**src/rtl/display_pkg.sv**
```systemverilog
// ============================================================================
// Module   : display_pkg
// Brief    : Shared types and defaults for the display adapter timing path.
// Revision : 1.0 - initial release
// ============================================================================
`default_nettype none

package display_pkg;

  localparam int DEF_CW = 10;
  localparam int DEF_PW = 32;

  typedef enum logic [0:0] {
    IDLE = 1'b0,
    RUN  = 1'b1
  } state_e;

  // Layout shared with DataPath; do not reorder fields.
  typedef struct packed {
    logic [DEF_CW-1:0] hb;
    logic [DEF_CW-1:0] vb;
    logic [DEF_CW-1:0] aip;
    logic [DEF_CW-1:0] ail;
  } cfg_t;

endpackage

`default_nettype wire

```
**src/rtl/raster_counter.sv**
```systemverilog
// ============================================================================
// Module   : raster_counter
// Brief    : Free-running x/y raster position counter with line/frame wrap.
// Revision : 1.0 - initial release
// ============================================================================
`default_nettype none

module raster_counter
  import display_pkg::*;
#(
  parameter int CW = DEF_CW
) (
  input  logic        clk,
  input  logic        rst_n,
  input  logic        run_i,
  input  logic        clear_i,
  input  logic [CW:0] htot_i,
  input  logic [CW:0] vtot_i,
  output logic [CW:0] x_o,
  output logic [CW:0] y_o,
  output logic        line_wrap_o,
  output logic        frame_wrap_o
);

  logic [CW:0] x_q, x_d;
  logic [CW:0] y_q, y_d;

  assign line_wrap_o  = run_i && (x_q == (htot_i - 1'b1));
  assign frame_wrap_o = line_wrap_o && (y_q == (vtot_i - 1'b1));
  assign x_o          = x_q;
  assign y_o          = y_q;

  always_comb begin
    x_d = x_q;
    y_d = y_q;
    if (clear_i) begin
      x_d = '0;
      y_d = '0;
    end else if (run_i) begin
      if (line_wrap_o) begin
        x_d = '0;
        y_d = frame_wrap_o ? '0 : y_q + 1'b1;
      end else begin
        x_d = x_q + 1'b1;
      end
    end
  end

  always_ff @(posedge clk or negedge rst_n) begin
    if (!rst_n) begin
      x_q <= '0;
      y_q <= '0;
    end else begin
      x_q <= x_d;
      y_q <= y_d;
    end
  end

endmodule

`default_nettype wire

```
**src/rtl/display_timing_gen.sv**
```systemverilog
// ============================================================================
// Module   : display_timing_gen
// Brief    : Raster timing generator (hsync/vsync/de/coords) and pixel pump.
// Revision : 1.0 - initial release
// ============================================================================
`default_nettype none

module display_timing_gen
  import display_pkg::*;
#(
  parameter int CW   = DEF_CW,
  parameter int PW   = DEF_PW,
  parameter int HS_W = 2,
  parameter int VS_L = 1
) (
  input  logic          clk,
  input  logic          reset,
  input  logic          enable,
  input  logic [CW-1:0] hb_cfg,
  input  logic [CW-1:0] vb_cfg,
  input  logic [CW-1:0] aip_cfg,
  input  logic [CW-1:0] ail_cfg,
  input  logic [PW-1:0] pix_data,
  input  logic          pix_valid,
  output logic          pix_ready,
  output logic          hsync,
  output logic          vsync,
  output logic          de,
  output logic [PW-1:0] rgb_out,
  output logic [CW-1:0] x,
  output logic [CW-1:0] y,
  output logic          frame_start,
  output logic          underflow
);

  localparam logic [CW:0] HS_LEN_MAX = (CW+1)'(HS_W);
  localparam logic [CW:0] VS_LEN_MAX = (CW+1)'(VS_L);

  state_e        state_q, state_d;
  cfg_t          shadow_q, shadow_d;

  logic          start_ok;
  logic          load_cfg;
  logic          cnt_run;
  logic          cnt_clear;
  logic          line_wrap;
  logic          frame_wrap;

  logic [CW:0]   x_cnt, y_cnt;
  logic [CW:0]   aip_w, ail_w, hb_w, vb_w;
  logic [CW:0]   htot, vtot;
  logic [CW:0]   hs_len, vs_len;

  logic          run;
  logic          active;
  logic          hs_dec, vs_dec, fs_dec;

  logic          hsync_q, vsync_q, de_q, fs_q, uf_q;
  logic          uf_d;
  logic [PW-1:0] rgb_q, rgb_d;

  assign start_ok = enable && (aip_cfg != '0) && (ail_cfg != '0);

  // ---------------------------------------------------------------- FSM
  always_ff @(posedge clk or negedge reset) begin
    if (!reset) begin
      state_q <= IDLE;
    end else begin
      state_q <= state_d;
    end
  end

  always_comb begin
    state_d = state_q;
    case (state_q)
      IDLE:    if (start_ok) state_d = RUN;
      RUN:     if (frame_wrap && !start_ok) state_d = IDLE;
      default: state_d = IDLE;
    endcase
  end

  always_comb begin
    cnt_run   = (state_q == RUN);
    cnt_clear = (state_q == IDLE);
    load_cfg  = start_ok && ((state_q == IDLE) || frame_wrap);
  end

  // Config is only sampled at frame boundaries so a frame is never torn.
  always_comb begin
    shadow_d = shadow_q;
    if (load_cfg) begin
      shadow_d = '{hb: hb_cfg, vb: vb_cfg, aip: aip_cfg, ail: ail_cfg};
    end
  end

  always_ff @(posedge clk or negedge reset) begin
    if (!reset) begin
      shadow_q <= '0;
    end else begin
      shadow_q <= shadow_d;
    end
  end

  assign aip_w = {1'b0, shadow_q.aip};
  assign ail_w = {1'b0, shadow_q.ail};
  assign hb_w  = {1'b0, shadow_q.hb};
  assign vb_w  = {1'b0, shadow_q.vb};
  assign htot  = aip_w + hb_w;
  assign vtot  = ail_w + vb_w;

  raster_counter #(
    .CW (CW)
  ) u_raster_counter (
    .clk          (clk),
    .rst_n        (reset),
    .run_i        (cnt_run),
    .clear_i      (cnt_clear),
    .htot_i       (htot),
    .vtot_i       (vtot),
    .x_o          (x_cnt),
    .y_o          (y_cnt),
    .line_wrap_o  (line_wrap),
    .frame_wrap_o (frame_wrap)
  );

  // ---------------------------------------------------------------- decode
  assign run    = (state_q == RUN);
  assign hs_len = (hb_w < HS_LEN_MAX) ? hb_w : HS_LEN_MAX;
  assign vs_len = (vb_w < VS_LEN_MAX) ? vb_w : VS_LEN_MAX;
  assign active = run && (x_cnt < aip_w) && (y_cnt < ail_w);
  assign hs_dec = run && (x_cnt >= aip_w) && (x_cnt < (aip_w + hs_len));
  assign vs_dec = run && (y_cnt >= ail_w) && (y_cnt < (ail_w + vs_len));
  assign fs_dec = run && (x_cnt == '0) && (y_cnt == '0);

  assign pix_ready = active;

  assign rgb_d = (active && pix_valid) ? pix_data : '0;
  assign uf_d  = run && (uf_q || (active && !pix_valid));

  always_ff @(posedge clk or negedge reset) begin
    if (!reset) begin
      hsync_q <= 1'b0;
      vsync_q <= 1'b0;
      de_q    <= 1'b0;
      fs_q    <= 1'b0;
      uf_q    <= 1'b0;
      rgb_q   <= '0;
    end else begin
      hsync_q <= hs_dec;
      vsync_q <= vs_dec;
      de_q    <= active;
      fs_q    <= fs_dec;
      uf_q    <= uf_d;
      rgb_q   <= rgb_d;
    end
  end

  assign hsync       = hsync_q;
  assign vsync       = vsync_q;
  assign de          = de_q;
  assign frame_start = fs_q;
  assign underflow   = uf_q;
  assign rgb_out     = rgb_q;

  // Positions beyond the CW-bit range (large blanking) read as all-ones.
  assign x = x_cnt[CW] ? {CW{1'b1}} : x_cnt[CW-1:0];
  assign y = y_cnt[CW] ? {CW{1'b1}} : y_cnt[CW-1:0];

endmodule

`default_nettype wire

```
**config.mk**
```make
export PLATFORM = sky130hd
export DESIGN_NAME = display_timing_gen
export DESIGN_NICKNAME = d
export VERILOG_FILES = /design/src/rtl/display_pkg.sv /design/src/rtl/raster_counter.sv /design/src/rtl/display_timing_gen.sv
export SDC_FILE = /design/constraint.sdc
export NUM_CORES = 1
export LEC_CHECK = 0
export BUFFER_PORTS_ARGS = -buffer_cell sky130_fd_sc_hd__buf_2
export CORE_MARGIN = 2
export CORE_UTILIZATION = 53
export CTS_BUF_LIST = sky130_fd_sc_hd__clkbuf_8
export DETAILED_ROUTE_END_ITERATION = 8
export GPL_TIMING_DRIVEN = 1
export MAX_ROUTING_LAYER = met4
export PLACE_DENSITY = 0.79
export SLEW_MARGIN = 20
export SYNTH_ARGS = -nofsm -noshare
export SYNTH_HDL_FRONTEND = slang
export SYNTH_HIERARCHICAL = 1
export SYNTH_SLANG_ARGS = --single-unit
```
**constraint.sdc**
```tcl
create_clock -name clk -period 4.4 [get_ports clk]
set_input_delay 0.66 -clock clk [delete_from_list [all_inputs] [get_ports clk]]
set_output_delay 0.66 -clock clk [all_outputs]
set_load 0.02 [all_outputs]
```
==> impl_metrics.tcl, run 1 <==
set metrics [dict create \
    r2r_start "shadow_q[20]" \
    fin_crit_sh_pct 98.6 \
    clk_latency_ns 0.40 \
    slowest_stage "a2111oi_4" \
    switching_share_pct 26.6 \
    arrival_ns 4.63 \
    p_per_area_nw_per_um2 174 \
    r2r_end "hb_w[8]" \
    path_max_fanout 5 \
    crit_top_cell "or3_1" \
    cp_slowest_stage_delay_ns 0.41 \
    clockBufferDepth 2 \
    synth_area_leaders "dfrtp_1, ha_1, mux2_2" \
    htree_levels 3 \
    fp.coreArea_um2 14400 \
    worstSetupStartpoint "shadow_q[20]" \
    yosys-top-cells-count "dfrtp_1, inv_1, ha_1, nor2_1, a21oi_1" \
    io_pins 134 \
    wire_per_inst_um 16.7 \
    vias 6721 \
    rows 44 \
    via_per_inst 5.61 \
    hpwl_mm 15.1 \
    gp_congestion 0.959 \
    finalInstanceArea_um2 9270 \
    area_delta_synth_final_pct 20.2 \
    synth_cells 816 \
    yosysMostFrequentCell "dfrtp_1" \
    finClkSkew_ns 0.0118 \
    fmax_ghz 0.230 \
    crit_end "hb_w[8]" \
    drt_iter0_drc 461 \
    clock_sinks 100 \
    first_pass_iters 4 \
    avgSynthCellArea_um2 9.46 \
    timing.reg2reg.setup_slack_ns 0.06 \
    pwr-share-clk_pct 36.0 \
    drive_above_1_share_pct 32.1 \
    drc 0 \
    grt_pass1_wl_mm 32.5 \
    cts_tree "done" \
    yosysUniqueCellTypes 62 \
    combPwrFrac_pct 7.0 \
    placed_area_um2 8830 \
    synth_edf_count 0 \
    seq_area_frac_synth_pct 32.4 \
    synthFlopType "dfrtp_1" \
    finalPower_mw 1.61 \
    p_sw_mw 0.428 \
    hold_ws_ns 0.386 \
    grt_pass1_vias 6644 \
    yosys.area.top_type "dfrtp_1" \
    hold_viol_final 0 \
    rsz0062_at_grt "true" \
    drv_slew 0 \
    die-area_um2 15500 \
    end_kind "register" \
    tightest_slew_ns 0.975 \
    grt_max_degree 75 \
    antenna_found_initial 0 \
    ys_warn_count 6 \
    synth-async-reset-ratio_pct 100 \
    routed_wl_mm 19.9 \
    slew_headroom_pct 35.0 \
    status "finished, final reports clean" \
    drtAntennaViolNets 0 \
    die_x_um 125 \
    p_leak_nw 4.81 \
    clk_pin_slew_worst_paths_ns 0.11 \
    syn_area_um2 7720 \
    antenna_cells 0 \
    synth_top_area_share_pct 32.4 \
    nNetsFinal 1172 \
    power_frac_seq_pct 57.0 \
    die_h_um 125 \
    reg2reg_depth 19 \
    max-vdd-ir-drop_mv 0.236 \
    grt_overflow 0 \
    numCtsBuffers 9 \
    clock-root-buffer "clkbuf_8" \
    crit_chain "ha_2, inv_1, fa_2, nor2b_2, o21ai_1, a21boi_2, o21ai_2, xnor2_1, or3_1, or3_1, a211o_1, a2111oi_4, nand2_2, nor2_2, nand2b_4, nand4_1, buf_4, clkbuf_16, mux2_2" \
    start_kind "register" \
    hold_path_class "input pin to async pin" \
    numPortBuffers 133 \
    nFillCells 1197 \
    final.min_clock_period_ns 4.34 \
    maxCapViolations 0 \
    grt.total_usage_pct 26.6 \
    crit_type "register to register" \
    ys_ff_latch 100 \
    critPathRequiredTime_ns 4.69 \
    setup_viol 0 \
    initial_utilization_pct 53.7 \
    internal_power_mw 1.18 \
]
cell usage in the layout, fill, tap and decap left out, types with 5 or more instances in the layout:
| cell | n |
|---|---|
| o211ai_1 | 6 |
| o21ai_1 | 5 |
| and3_1 | 7 |
| a21oi_1 | 43 |
| ha_1 | 81 |
| conb_1 | 18 |
| nor3_2 | 29 |
| nor2_1 | 51 |
| nor4_1 | 19 |
| o21ai_0 | 19 |
| or3_1 | 12 |
| nand2_1 | 28 |
| or4_1 | 5 |
| dfrtp_1 | 100 |
| nor3_1 | 18 |
| nand3_1 | 27 |
| clkbuf_8 | 9 |
| a21o_1 | 10 |
| xor2_1 | 27 |
| mux2_2 | 40 |
| o21a_1 | 12 |
| a211o_1 | 7 |
| buf_2 | 132 |
| or4b_4 | 6 |
| nand4_1 | 10 |
| or2_2 | 21 |
| o32ai_1 | 5 |
| nand2b_1 | 8 |
| buf_4 | 47 |
| xnor2_1 | 32 |
| nand3b_1 | 6 |
| nor2b_1 | 5 |
| inv_1 | 85 |
worst max-delay path: cells and delay by family, from the launching register on:
kind,cells,cell delay (ns)
and+or+nand+nor,7,1.31
muxes,1,0.27
DFF,1,0.38
xor gates and xnor gates,1,0.14
buffers and inverters,3,0.41
AOI/OAI and AO/OA,5,1.19
adders and majority gates,2,0.53
cell type report:
| cell class | count | area, um2 | area share (%) |
|---|---|---|---|
| Multi-Input combinational cell | 626 | 4930 | 53.1 |
| Sequential cell | 100 | 2500 | 27.0 |
| Timing Repair Buffer | 184 | 1090 | 11.8 |
| Inverter | 87 | 332 | 3.58 |
| Tap cell | 184 | 230 | 2.48 |
| Clock buffer | 9 | 124 | 1.34 |
| Clock inverter | 7 | 66.3 | 0.715 |
power by group through the flow:
| stage | Combinational, mW | Sequential (mW) | Clock (mW) |
|---|---|---|---|
| final | 0.112 | 0.919 | 0.579 |
| after global routing | 0.128 | 0.919 | 0.632 |
| after CTS | 0.114 | 0.919 | 0.597 |
| after detailed placement | 0.114 | 0.937 | 0 |
| after global placement | 0.111 | 0.937 | 0 |
| after floorplan | 0.0476 | 0.937 | 0 |
repair_timing:
| item | CTS | global route |
|---|---|---|
| hold endpoints to repair | 0 | 0 |
| setup endpoints to repair | 40 | 40 |
| hold buffers | 0 | 0 |
| gates cloned | 2 | 1 |
| gates resized for setup | 13 | 25 |
| pin swaps | 11 | 19 |
| setup buffers | 6 | 7 |
logic make-up after synthesis:
logic type	Yosys count	share of synthesized area (%)
buffers and inverters	107	5.79
DFF	100	32.4
xor gates and xnor gates	59	6.70
other	1	0.0486
AOI/OAI and AO/OA	147	13.2
adders and majority gates	88	14.7
and+or+nand+nor	272	21.0
muxes	42	6.10
flip-flops by register name, summed over array words and instances, names as in the netlist:
| name | flops |
|---|---|
| hb_w | 10 |
| cnt_run | 1 |
| u_raster_counter/y_o | 11 |
| ail_w | 10 |
| shadow_q | 10 |
| frame_start | 1 |
| u_raster_counter/x_o | 11 |
| de | 1 |
| hsync | 1 |
| underflow | 1 |
| rgb_out | 32 |
| vsync | 1 |
| aip_w | 10 |
worst min path at each step:
stage          slack [ns]                       to  cells past startpoint
3_3_place_gp         0.52             shadow_q[20]                      1
2_1_floorplan        0.36                 ail_w[0]                      0
4_1_cts              0.44  u_raster_counter/y_o[5]                      1
3_5_place_dp         0.54             shadow_q[23]                      1
5_1_grt              0.45               rgb_out[9]                      3
6_report             0.39             shadow_q[26]                      1
stage by stage:
stage          std cells  utilization, %  setup WS [ns]  TNS [ns]
5_1_grt             1197            64.5         -0.167     -6.21
6_report            1197            64.5         0.0615         0
3_3_place_gp        1165            61.4          0.105         0
2_1_floorplan        833               -        0.00718         0
4_1_cts             1189            63.4         0.0213         0
3_5_place_dp        1165            61.4        -0.0269    -0.613
routing by layer:
layer | vias to the layer above | wire, um | GRT usage [%] | share of wire (%)
met5 | - | 0 | - | 0
met3 | 34 | 1470 | 5.54 | 7.4
met4 | 0 | 360 | 7.80 | 1.8
li1 | 3278 | - | - | -
met2 | 234 | 9240 | 41.2 | 46
met1 | 3175 | 8870 | 35.5 | 44
(Power assumes the default switching activity.)
==> run 2: changes to the inputs <==
--- a/config.mk
+++ b/config.mk
@@ -5,14 +5,15 @@
 export SDC_FILE = /design/constraint.sdc
 export NUM_CORES = 1
 export LEC_CHECK = 0
+export ABC_AREA = 1
 export BUFFER_PORTS_ARGS = -buffer_cell sky130_fd_sc_hd__buf_2
 export CORE_MARGIN = 2
-export CORE_UTILIZATION = 53
+export CORE_UTILIZATION = 54
 export CTS_BUF_LIST = sky130_fd_sc_hd__clkbuf_8
 export DETAILED_ROUTE_END_ITERATION = 8
 export GPL_TIMING_DRIVEN = 1
 export MAX_ROUTING_LAYER = met4
-export PLACE_DENSITY = 0.79
+export PLACE_DENSITY = 0.8
 export SLEW_MARGIN = 20
 export SYNTH_ARGS = -nofsm -noshare
 export SYNTH_HDL_FRONTEND = slang
==> run 2 against run 1 <==
  * Sequential power hardly changed
  * Clock skew is 0.0063 ns higher
  * Hold slack worse by 0.028 ns
  * Core utilization is 1.3 points lower
  * Non-clock buffer count is 48 lower
  * Cell count is 23% higher
  * Critical path type unchanged
  * Critical endpoint is now shadow_q[24]
  * Die area is 3.5% higher
==> impl_metrics.tcl, run 2 <==
set metrics [dict create \
    antenna_cells 0 \
    slowest_stage "dfrtp_1" \
    arrival_ns 4.09 \
    max-vdd-ir-drop_mv 0.380 \
    p_per_area_nw_per_um2 182 \
    synthFlopType "dfrtp_1" \
    hold_path_class "input pin to async pin" \
    clk_latency_ns 0.40 \
    hold_ws_ns 0.359 \
    worstSetupStartpoint "ail_w[0]" \
    finClkSkew_ns 0.0181 \
    p_sw_mw 0.444 \
    htree_levels 3 \
    area_delta_synth_final_pct 13.6 \
    antenna_found_initial 0 \
    nFillCells 1356 \
    synth_cells 1140 \
    final.min_clock_period_ns 3.78 \
    crit_chain "ha_1, inv_1, fa_1, o21ai_0, a21oi_1, o21ai_0, xor2_1, xor2_1, inv_1, nand2_1, nand2_1, nand2_1, nor2_1, nand3_1, nor2_1, or2_2, nand3_2, buf_12, nand2_1, o21ai_0" \
    rows 44 \
    clk_pin_slew_worst_paths_ns 0.11 \
    slew_headroom_pct 42.1 \
    via_per_inst 5.12 \
    die-area_um2 16100 \
    io_pins 134 \
    largest_register_ffs 32 \
    synth-async-reset-ratio_pct 100 \
    cp_slowest_stage_delay_ns 0.46 \
    vias 7566 \
    yosys-top-cells-count "nand2_1, inv_1, nor2_1, dfrtp_1, ha_1" \
    postCtsResizedCells 0 \
    clock-root-buffer "clkbuf_8" \
    grt_pass1_wl_mm 34.0 \
    die_x_um 127 \
    maxCapViolations 0 \
    fp.coreArea_um2 14600 \
    wire_per_inst_um 13.7 \
    ys_warn_count 6 \
    nNetsFinal 1452 \
    drtAntennaViolNets 0 \
    path_max_fanout 80 \
    grt_pass1_vias 7080 \
    rsz0062_at_grt "false" \
    r2r_start "ail_w[0]" \
    critPathRequiredTime_ns 4.70 \
    grt.total_usage_pct 27.0 \
    routed_wl_mm 20.2 \
    crit_top_cell "nand2_1" \
    drive_above_1_share_pct 17.3 \
    drt_iter0_drc 476 \
    numCtsBuffers 9 \
    avgSynthCellArea_um2 7.15 \
    start_kind "register" \
    die_h_um 127 \
    end_kind "register" \
    switching_share_pct 26.3 \
    seq_area_frac_synth_pct 30.7 \
    fmax_ghz 0.264 \
    fin_crit_sh_pct 85.9 \
    drc 0 \
    clock_sinks 100 \
    tns_ns 0 \
    gp_congestion 0.960 \
    synth_edf_count 0 \
    holdBufCountCts 0 \
    status "finished, final reports clean" \
    power_frac_seq_pct 54.5 \
    synth_top_area_share_pct 30.7 \
    hold_viol_final 0 \
    pwr-share-clk_pct 38.7 \
    final_common_cell "nand2_1" \
    grt_overflow 0 \
    yosys.area.top_type "dfrtp_1" \
    tightest_slew_ns 0.869 \
    internal_power_mw 1.24 \
    clockBufferDepth 2 \
    combPwrFrac_pct 6.9 \
    numPortBuffers 133 \
    yosysUniqueCellTypes 38 \
    drv_slew 0 \
    yosysMostFrequentCell "nand2_1" \
    ys_ff_latch 100 \
    grt_max_degree 81 \
    first_pass_iters 6 \
    hpwl_mm 16.2 \
    p_leak_nw 5.43 \
    syn_area_um2 8150 \
    most-common-layout-cells "nand2_1, inv_1, buf_2, nor2_1, dfrtp_1" \
    post_cts_buffers 0 \
    initial_utilization_pct 55.6 \
    setup_viol 0 \
    synth_area_leaders "dfrtp_1, ha_1, nand2_1" \
    crit_type "register to register" \
    cts_tree "done" \
]
## run 2: cell count changes after synthesis, moves of 29 or more
cell     before  now
inv_1        86  187
nor2_2        0   37
o21ai_0      24   65
nand2_1      29  273
nor2_1       52  112
nor3_2       29    0
mux2_2       40    0
## run 2: final cells by class
class	count	area, um2	area share [%]
multi-input combinational	847	4870	52.7
tap	184	230	2.49
clock buffer	9	124	1.34
timing repair buffer	136	703	7.60
sequential	100	2500	27.0
inverter	194	728	7.87
clock inverter	7	92.6	1.00
## run 2: kinds of logic (layout without fill, tap and decap cells)
| family | after synthesis | after routing | synth area share (%) |
|---|---|---|---|
| buffers and inverters | 210 | 346 | 10.3 |
| XOR/XNOR | 51 | 51 | 5.48 |
| AO/OA/AOI/OAI | 139 | 139 | 9.32 |
| adder cells (fa/ha/maj) | 88 | 88 | 13.9 |
| AND/OR/NAND/NOR | 551 | 551 | 30.3 |
| flip-flops | 100 | 100 | 30.7 |
| other | 1 | 18 | 0.0460 |
## run 2: path summary, 6_finish.rpt
check,endpoint,slack [ns],depth (start not counted)
worst max-delay path,shadow_q[24],0.62,20
worst min-delay path,u_raster_counter/x_o[9],0.36,1
worst max register to register,shadow_q[24],0.62,20
worst min register to register,hb_w[4],0.53,2
max in group asynchronous,rgb_out[14],3.08,2
min in group clk,rgb_out[31],0.46,3
## run 2: layer usage
metal / part of all wire, % / wire, um / track usage (%) / vias up
met1: 47 / 9550 / 36.3 / 3416
met2: 45 / 9120 / 42.9 / 232
met3: 6.5 / 1310 / 5.02 / 20
met5: 0 / 0 / - / -
met4: 1.3 / 266 / 6.08 / 0
li1: - / - / - / 3898
## run 2: per-stage QoR
step	total power [mW]	util [%]	area (um2)	setup slack (ns)	instances
floorplan	0.988	-	8210	0.967	1157
global placement	1.05	61.7	9040	0.738	1461
detailed placement	1.05	61.7	9040	0.658	1461
CTS	1.70	63.2	9250	0.641	1477
global route	1.75	63.2	9250	0.287	1477
finish	1.69	63.2	9250	0.618	1477
## run 2: power by group through the flow
| stage | clock (mW) | sequential [mW] | combinational, mW |
|---|---|---|---|
| 3_3_place_gp | 0 | 0.937 | 0.115 |
| 3_5_place_dp | 0 | 0.937 | 0.117 |
| 4_1_cts | 0.663 | 0.919 | 0.118 |
| 5_1_grt | 0.700 | 0.919 | 0.135 |
| 2_1_floorplan | 0 | 0.937 | 0.0507 |
| 6_report | 0.652 | 0.919 | 0.116 |
## run 2: critical path, delay by kind of cell (launching register included)
family                     cells  cell delay (ns)
adders and majority gates      2             0.65
DFF                            1             0.46
buffers and inverters          3             0.39
xor gates and xnor gates       2             0.52
AOI/OAI and AO/OA              4             0.74
and+or+nand+nor                9             0.93
==> run 3: changes to the inputs <==
--- a/config.mk
+++ b/config.mk
@@ -6,14 +6,14 @@
 export NUM_CORES = 1
 export LEC_CHECK = 0
 export ABC_AREA = 1
-export BUFFER_PORTS_ARGS = -buffer_cell sky130_fd_sc_hd__buf_2
-export CORE_MARGIN = 2
+export BUFFER_PORTS_ARGS = -buffer_cell sky130_fd_sc_hd__buf_4
 export CORE_UTILIZATION = 54
 export CTS_BUF_LIST = sky130_fd_sc_hd__clkbuf_8
 export DETAILED_ROUTE_END_ITERATION = 8
 export GPL_TIMING_DRIVEN = 1
 export MAX_ROUTING_LAYER = met4
 export PLACE_DENSITY = 0.8
+export RECOVER_POWER = 25
 export SLEW_MARGIN = 20
 export SYNTH_ARGS = -nofsm -noshare
 export SYNTH_HDL_FRONTEND = slang
==> run 3 against run 2 <==
  * Die area is 3.1% lower
  * The flow now finishes with violations (DRC, capacitance limit, slew limit)
  * Cell count about the same
  * Non-clock buffer count grew 1
  * Core utilization up 2.3 points
  * Largest cell class unchanged
  * Sequential share of layout area down 0.95 points
  * Clock-buffer cell count is 1 higher
  * Cell area rose by 3.6%
  * Via count increased by 0.40%
  * Sequential power hardly changed
==> impl_metrics.tcl, run 3 (synthesis results as in run 2) <==
set metrics [dict create \
    finalPower_mw 1.71 \
    fp.coreArea_um2 14600 \
    clockBufferDepth 2 \
    drtAntennaViolNets 0 \
    rsz0062_at_grt "false" \
    switching_share_pct 25.6 \
    numCtsBuffers 9 \
    p_leak_nw 5.50 \
    antenna_found_initial 0 \
    grt_pass1_vias 7278 \
    fmax_ghz 0.267 \
    crit_chain "ha_1, inv_1, fa_1, o21ai_0, a21oi_1, o21ai_0, xor2_1, xor2_1, inv_1, nand2_1, nand2_1, nand2_1, nor2_1, nand3_1, nor2_1, or2_2, nand3_2, buf_12, nand2_1, o21ai_0" \
    cts_tree "done" \
    pwr-share-clk_pct 38.3 \
    cp_slowest_stage_delay_ns 0.42 \
    first_pass_iters 7 \
    gp_congestion 0.946 \
    pre_cts_slack_ns 0.727 \
    status "complete, but fails checks" \
    hold_path_class "input pin to register" \
    drv_slew 79 \
    grt_pass1_wl_mm 34.2 \
    p_per_area_nw_per_um2 178 \
    start_kind "register" \
    postCtsResizedCells 0 \
    holdBufCountCts 0 \
    slew_headroom_pct -29.5 \
    path_buf_inv 3 \
    nNetsFinal 1453 \
    drt_iter0_drc 503 \
    violations "DRC, capacitance limit, slew limit" \
    crit_family "simple AND/OR/NAND/NOR gates" \
    hold_ws_ns 0.488 \
    hpwl_mm 16.1 \
    tns_ns 0 \
    vias 7596 \
    via_per_inst 5.14 \
    largest_register_ffs 32 \
    clk_latency_ns 0.40 \
    finClkSkew_ns 0.0231 \
    timing.final.ws_setup_ns 0.650 \
    end_kind "register" \
    initial_utilization_pct 55.6 \
    hold_viol_final 0 \
    final.min_clock_period_ns 3.75 \
    internal_power_mw 1.27 \
    tightest_slew_ns 1.94 \
    grt_overflow 0 \
    htree_levels 3 \
    rows 44 \
    clock_sinks 100 \
    clk_pin_slew_worst_paths_ns 0.11 \
    fin_crit_sh_pct 85.2 \
    slowest_stage "dfrtp_1" \
    clock-root-buffer "clkbuf_8" \
    max-vdd-ir-drop_mv 0.197 \
    p_sw_mw 0.437 \
    die-area_um2 15600 \
    drc 8 \
    die_h_um 125 \
    io_pins 134 \
    critPathRequiredTime_ns 4.69 \
    most-common-layout-cells "nand2_1, inv_1, buf_4, nor2_1, dfrtp_1" \
    area_delta_synth_final_pct 17.7 \
    combPwrFrac_pct 7.9 \
    final_common_cell "nand2_1" \
    maxCapViolations 1 \
    crit_type "register to register" \
    setup_viol 0 \
    post_cts_buffers 0 \
    die_x_um 125 \
    drive_above_1_share_pct 17.4 \
    power_frac_seq_pct 53.7 \
    wire_per_inst_um 13.7 \
    path_max_fanout 80 \
    grt.total_usage_pct 28.3 \
    crit_top_cell "nand2_1" \
    arrival_ns 4.04 \
    routed_wl_mm 20.3 \
    antenna_cells 0 \
    grt_max_degree 81 \
    numPortBuffers 133 \
]
## run 3: final cells by class
type,instances,area (um2)
well taps,184,230
clock inverters,6,78.8
inverters,194,728
clock buffers,10,138
fillers,1305,5050
multi-input cells,847,4870
flip-flops and latches,100,2500
repair buffers,137,1040
## run 3: path summary, 6_finish.rpt
path / depth (start not counted) / startpoint / end / slack (ns)
setup / recovery: 20 / ail_w[0] / hb_w[4] / 0.65
hold / removal: 3 / pix_data[10] / rgb_out[10] / 0.49
setup reg to reg: 20 / ail_w[0] / hb_w[4] / 0.65
hold reg to reg: 2 / hb_w[3] / hb_w[3] / 0.53
max in group asynchronous: 2 / reset / u_raster_counter/x_o[6] / 2.43
min in group asynchronous: 1 / reset / u_raster_counter/y_o[9] / 0.76
## run 3: worst min-delay path, cell delays in order
cell    delay, ns
buf_4        0.11
inv_1        0.05
nor2_2       0.04
## run 3: routing by layer
layer | up-vias | wire, um | part of all wire [%] | GRT usage, %
met4 | 0 | 459 | 2.3 | 9.47
met2 | 246 | 8980 | 44 | 44.1
li1 | 3912 | - | - | -
met3 | 37 | 1190 | 5.9 | 3.82
met5 | - | 0 | 0 | -
met1 | 3401 | 9680 | 48 | 38.0
## run 3: power groups by stage
| stage | registers, mW | logic [mW] | clock network [mW] |
|---|---|---|---|
| 4_1_cts | 0.919 | 0.137 | 0.670 |
| 3_5_place_dp | 0.937 | 0.136 | 0 |
| 6_report | 0.919 | 0.135 | 0.656 |
| 5_1_grt | 0.919 | 0.154 | 0.698 |
| 3_3_place_gp | 0.937 | 0.133 | 0 |
| 2_1_floorplan | 0.937 | 0.0507 | 0 |
## run 3: through the flow
stage	utilization (%)	instances	instance area, um2
floorplan	-	1157	8210
global placement	64.0	1462	9380
detailed placement	64.0	1462	9380
CTS	65.5	1478	9590
global route	65.5	1478	9590
finish	65.5	1478	9590
